--- src/rtl/uart_tx_arbiter.sv ---
// Round-robin arbiter that lets four requesters share one UART transmitter.
// Define UART_ARB_TIMEOUT_EN to add a watchdog on the transmitter's busy handshake.
module uart_tx_arbiter #(
    parameter int DATA_W         = 7,
    parameter int TIMEOUT_CYCLES = 8192
) (
    input  logic                clk,
    input  logic                rst,
    input  logic [3:0]          req,
    input  logic [4*DATA_W-1:0] data_in,
    output logic [3:0]          ack,
    output logic                tx_start,
    output logic [DATA_W-1:0]   tx_data,
    input  logic                tx_busy,
    output logic [1:0]          grant_id,
    output logic                active,
    output logic                timeout_err
);

    typedef enum logic [1:0] {
        IDLE,
        START,
        WAIT_BUSY,
        WAIT_DONE
    } state_t;

    state_t              state_q, state_d;
    logic [DATA_W-1:0]   tx_data_q, tx_data_d;
    logic [1:0]          grant_id_q, grant_id_d;
    logic [1:0]          last_q, last_d;

    logic                pick_valid;
    logic [1:0]          pick_idx;
    logic [1:0]          probe_idx;
    logic [DATA_W-1:0]   pick_data;
    logic                waiting;
    logic                timeout_hit;

    assign waiting = (state_q == WAIT_BUSY) || (state_q == WAIT_DONE);

    // Walk from last+4 down to last+1 so the nearest requester after last wins.
    always_comb begin
        pick_valid = 1'b0;
        pick_idx   = last_q;
        probe_idx  = 2'd0;
        for (int k = 4; k >= 1; k--) begin
            probe_idx = last_q + 2'(k);
            if (req[probe_idx]) begin
                pick_valid = 1'b1;
                pick_idx   = probe_idx;
            end
        end
    end

    always_comb begin
        pick_data = data_in[DATA_W-1:0];
        for (int i = 0; i < 4; i++) begin
            if (pick_idx == 2'(i)) begin
                pick_data = data_in[i*DATA_W +: DATA_W];
            end
        end
    end

`ifdef UART_ARB_TIMEOUT_EN
    localparam int CNT_W = (TIMEOUT_CYCLES > 2) ? $clog2(TIMEOUT_CYCLES) : 1;

    logic [CNT_W-1:0] cnt_q, cnt_d;
    logic             timeout_err_q, timeout_err_d;

    // Counter restarts as the FSM leaves START, i.e. on WAIT_BUSY entry.
    always_comb begin
        cnt_d = cnt_q;
        if (state_q == START) begin
            cnt_d = '0;
        end else if (waiting) begin
            cnt_d = cnt_q + CNT_W'(1);
        end
    end

    assign timeout_hit = waiting && (cnt_q == CNT_W'(TIMEOUT_CYCLES - 1));

    always_comb begin
        timeout_err_d = timeout_err_q;
        if (timeout_hit) begin
            timeout_err_d = 1'b1;
        end
    end

    always_ff @(posedge clk or posedge rst) begin
        if (rst) begin
            cnt_q         <= '0;
            timeout_err_q <= 1'b0;
        end else begin
            cnt_q         <= cnt_d;
            timeout_err_q <= timeout_err_d;
        end
    end

    assign timeout_err = timeout_err_q;
`else
    wire unused_timeout_cfg = |TIMEOUT_CYCLES;

    assign timeout_hit = 1'b0;
    assign timeout_err = 1'b0;
`endif

    always_comb begin
        state_d    = state_q;
        tx_data_d  = tx_data_q;
        grant_id_d = grant_id_q;
        last_d     = last_q;
        case (state_q)
            IDLE: begin
                if (pick_valid && !tx_busy) begin
                    state_d    = START;
                    tx_data_d  = pick_data;
                    grant_id_d = pick_idx;
                end
            end
            START: begin
                state_d = WAIT_BUSY;
            end
            WAIT_BUSY: begin
                if (timeout_hit) begin
                    state_d = IDLE;
                    last_d  = grant_id_q;
                end else if (tx_busy) begin
                    state_d = WAIT_DONE;
                end
            end
            WAIT_DONE: begin
                if (timeout_hit || !tx_busy) begin
                    state_d = IDLE;
                    last_d  = grant_id_q;
                end
            end
            default: begin
                state_d = IDLE;
            end
        endcase
    end

    // last resets to 3 so requester 0 is first in line after reset.
    always_ff @(posedge clk or posedge rst) begin
        if (rst) begin
            state_q    <= IDLE;
            tx_data_q  <= '0;
            grant_id_q <= 2'd0;
            last_q     <= 2'd3;
        end else begin
            state_q    <= state_d;
            tx_data_q  <= tx_data_d;
            grant_id_q <= grant_id_d;
            last_q     <= last_d;
        end
    end

    assign tx_start = (state_q == START);
    assign ack      = tx_start ? (4'b0001 << grant_id_q) : 4'b0000;
    assign tx_data  = tx_data_q;
    assign grant_id = grant_id_q;
    assign active   = (state_q != IDLE);

endmodule

--- config.mk ---
export PLATFORM = sky130hd
export DESIGN_NAME = uart_tx_arbiter
export DESIGN_NICKNAME = d
export VERILOG_FILES = /design/src/rtl/uart_tx_arbiter.sv
export SDC_FILE = /design/constraint.sdc
export NUM_CORES = 1
export LEC_CHECK = 0
export ABC_CLOCK_PERIOD_IN_PS = 2500
export BUFFER_PORTS_ARGS = -buffer_cell sky130_fd_sc_hd__clkbuf_2
export CAP_MARGIN = 25
export CORE_MARGIN = 2
export CORE_UTILIZATION = 44
export CTS_CLUSTER_SIZE = 20
export DETAILED_ROUTE_END_ITERATION = 7
export PLACE_DENSITY_LB_ADDON = 0.2
export SLEW_MARGIN = 20
export SYNTH_ARGS = -nofsm -noshare
export SYNTH_HDL_FRONTEND = slang
export SYNTH_SLANG_ARGS = --single-unit
--- constraint.sdc ---
create_clock -name clk -period 2.5 [get_ports clk]
set_input_delay 0.5 -clock clk [delete_from_list [all_inputs] [get_ports clk]]
set_output_delay 0.5 -clock clk [all_outputs]
set_load 0.005 [all_outputs]
==> results list <==
- Gates resized during post-CTS repair numbered 0.
- Endpoint of the worst-slack reg-to-reg timing path: tx_data[2]
- In this run, CTS created clock tree buffers numbering 3.
- The first detailed-routing pass ran for 4 iterations.
* Total design power: 1.25 mW
* Share of power burned in the clock network: 10.5%
* Post-synth top area share: 29.5%
- Of the total power, registers draw 34.7%.
* Buffers from clock root to sink, at most: 2
- RSZ-0062 raised after global routing: false
- Crit path DAT: 2.22 ns
* Share of cells above drive strength 1: 42.2%
- In the routed layout, each cell is associated on average with a via count of 5.41.
- Of all nets on the critical path, the largest fanout is 10.
- Summed over all layers, the routed wires come to 2370 um.
- Of all cell types, the one taking the most synthesized area is sky130_fd_sc_hd__dfrtp_1.
* Depth of the worst register-to-register path: 6
- Number of vias after detailed routing: 941
- Later-pin clock latency in the skew report: 0.27 ns
* Post-detail-place hpwl: 1840 um
- Routability congestion estimate from global placement: 0.744
- The tightest hold path in the finished design has a slack of 0.211 ns.
* Run status: complete, no violations
* Worst Path Required: 2.64 ns
* CTS H-tree lvls: 1
- Across the run, the number of max-cap violations was 0.
* CTS Sinks: 13
* Total placed cells including tap cells: 170
- Clock tree root buffer cell: sky130_fd_sc_hd__clkbuf_4
- The top cell types in the final layout, fill and taps aside, are sky130_fd_sc_hd__clkbuf_2, sky130_fd_sc_hd__nand2_1, sky130_fd_sc_hd__dfrtp_1.
- Internal Dissipation: 0.710 mW
* Startpoint kind of the worst setup timing path: flip-flop
- Origin of the worst setup path: state_q[1]
* Total routing usage reported by global routing: 20.4%
- Once the clock tree was built, the setup fixing pass inserted 0 buffers.
* Horizontal die dimension: 50.0 um
* Antenna diodes: 0
- Critical setup path kind: flip-flop to flip-flop
* Remaining max-slew budget at the tightest pin: 54.9%
- Sequential cell area fraction in the yosys report: 35.2%
- The count of buffers added on input and output ports is 49.
- Summed over all cells, the static leakage comes to 0.641 nW.
* Min-delay worst type: primary input to async pin
- The worst-case IR drop observed on VDD is 0.560 mV.
- Number of cell rows: 16
- Synth Instances: 97
- Sw Pwr: 0.544 mW
- P per Cell Area: 1030 nW/um2
- Number of setup violations in the final report: 0
- Leftover overflow at the end of global routing: 0
* Net count, final: 188
- Clock-pin slew was measured on the worst setup and hold paths at 0.08 ns.
- The worst register-to-register path begins at state_q[1].
* Core utilization of the finished layout: 61.6%
* Global-route wire length before repair: 3940 um
- Vertical die dimension: 50.0 um
- Kind of end point of the critical path: flip-flop
* YS warnings: 0
- Register area: 328 um2
- From synthesis to final layout, the design area changed by 30.9%.
- Setup TNS Final: 0 ns
- After detailed routing, the average wire length per cell comes to 13.6 um.
- Synthesized cell area: 932 um2
* Post-detailed-route DRC marker count: 0
* Slew at the pin with the worst max-slew slack: 0.677 ns
* ANT nets after route: 0
- The floorplan step defined a die boundary enclosing 2500 um2.
- Total core area: 1980 um2
* Number of different library cells in the post-synthesis netlist: 34
- Hold-fix buffers, CTS: 0
- The library cell used most frequently in the layout, excluding fill and tap cells, is sky130_fd_sc_hd__clkbuf_2.
- The number of hold-slack violations in the final timing report is 0.
- The number of antenna violations at the first check in global routing came to 0.
- Setup slack, reg-to-reg: 0.42 ns
* Mean area per synthesized cell: 9.61 um2
- Final critical-path required period: 2.08 ns
- Area taken by multi-input logic gates: 561 um2
- Top cells by area in the synthesized netlist: sky130_fd_sc_hd__dfrtp_1, sky130_fd_sc_hd__mux2i_1, sky130_fd_sc_hd__ha_1
- Nets in the synthesized netlist: 137
- In this run, the combinational gates consume 54.9% of the power.
- Fmax achieved: 481 MHz
* I/O pins: 51
- Share of the clock period used by the worst path: 83.2%
- The final-report max-slew violation count is 0.
- The layout has 171 filler cells.
- The detailed router finished its first iteration with 16 violations.
- TritonCTS clock tree: yes
- The finished layout holds 174 standard cells, fillers aside.
- On the final layout, the worst clock skew is 0.00299 ns.
- Once the floorplan was initialized, standard cells occupied 47.0% of the core.
* Maximum number of pins on one net before global-route repair: 14
* Via count of the first global-routing pass: 907
* Synth Register Bits: 13
- Net switching is 43.4% of the power.
how the worst max path moves through the flow:
stage	end	slack (ns)
2_1_floorplan	tx_data[0]	0.72
3_3_place_gp	tx_data[0]	0.55
3_5_place_dp	tx_data[2]	0.44
4_1_cts	tx_data[2]	0.42
5_1_grt	tx_data[2]	0.27
6_report	tx_data[2]	0.42
through the flow:
step	worst slack, ns	instance area, um2
6_report	0.420	1220
5_1_grt	0.275	1220
4_1_cts	0.417	1220
3_5_place_dp	0.439	1190
3_3_place_gp	0.553	1190
2_1_floorplan	0.721	932
layer usage:
layer	vias up	global-route usage, %	wire (um)
met2	32	34.6	1250
met3	2	3.33	118
met4	0	7.41	14
met1	451	25.6	988
met5	-	0	0
li1	456	-	-
worst max-delay path, cell delays in order, from the launching register on:
cell and delay (ns):
sky130_fd_sc_hd__dfrtp_1 0.41, sky130_fd_sc_hd__inv_1 0.13, sky130_fd_sc_hd__ha_1 0.20, sky130_fd_sc_hd__inv_1 0.08, sky130_fd_sc_hd__or3_1 0.56, sky130_fd_sc_hd__a211oi_4 0.41
sky130_fd_sc_hd__a22oi_1 0.16
cell usage after synthesis, drive strengths merged:
cell / count
inv: 7
a211oi: 1
nand2: 11
o22ai: 2
conb: 1
clkbuf: 1
a21oi: 2
and3b: 1
o32ai: 1
nor3b: 2
or3: 1
and3: 1
mux2: 3
dfstp: 2
buf: 2
and2b: 1
dfrtp: 11
a22oi: 7
nor4: 1
nor3: 2
a2bb2oi: 1
o21ai: 6
o221ai: 7
nor4b: 1
ha: 5
a31oi: 1
nor2: 6
nor2b: 1
nand2b: 2
mux2i: 7
flip-flops by register name (all words and copies together) (netlist names):
register  cells
tx_data       7
grant_id      2
last_q        2
state_q       2
power by group through the flow:
stage / logic [mW] / clock network (mW) / registers (mW)
4_1_cts: 0.693 / 0.134 / 0.434
5_1_grt: 0.774 / 0.141 / 0.455
3_3_place_gp: 0.665 / 0 / 0.434
2_1_floorplan: 0.481 / 0 / 0.403
6_report: 0.688 / 0.132 / 0.434
3_5_place_dp: 0.687 / 0 / 0.437
final cells by class:
type                            count  area share, %
Multi-Input combinational cell     74           45.9
Timing Repair Buffer               49           20.1
Sequential cell                    13           26.9
Inverter                            7           2.15
Clock buffer                        4           2.15
Tap cell                           27           2.77
logic make-up (layout without fill, tap and decap cells):
family / after synthesis / after routing / synth area share [%]
other: 1 / 1 / 0.402
flip-flops: 13 / 13 / 35.2
adder cells (fa/ha/maj): 5 / 5 / 6.71
AO/OA/AOI/OAI: 28 / 28 / 24.4
AND/OR/NAND/NOR: 30 / 30 / 17.5
buffers and inverters: 10 / 60 / 4.70
multiplexers: 10 / 10 / 11.1
No activity file was read; power rests on OpenSTA's default activity.
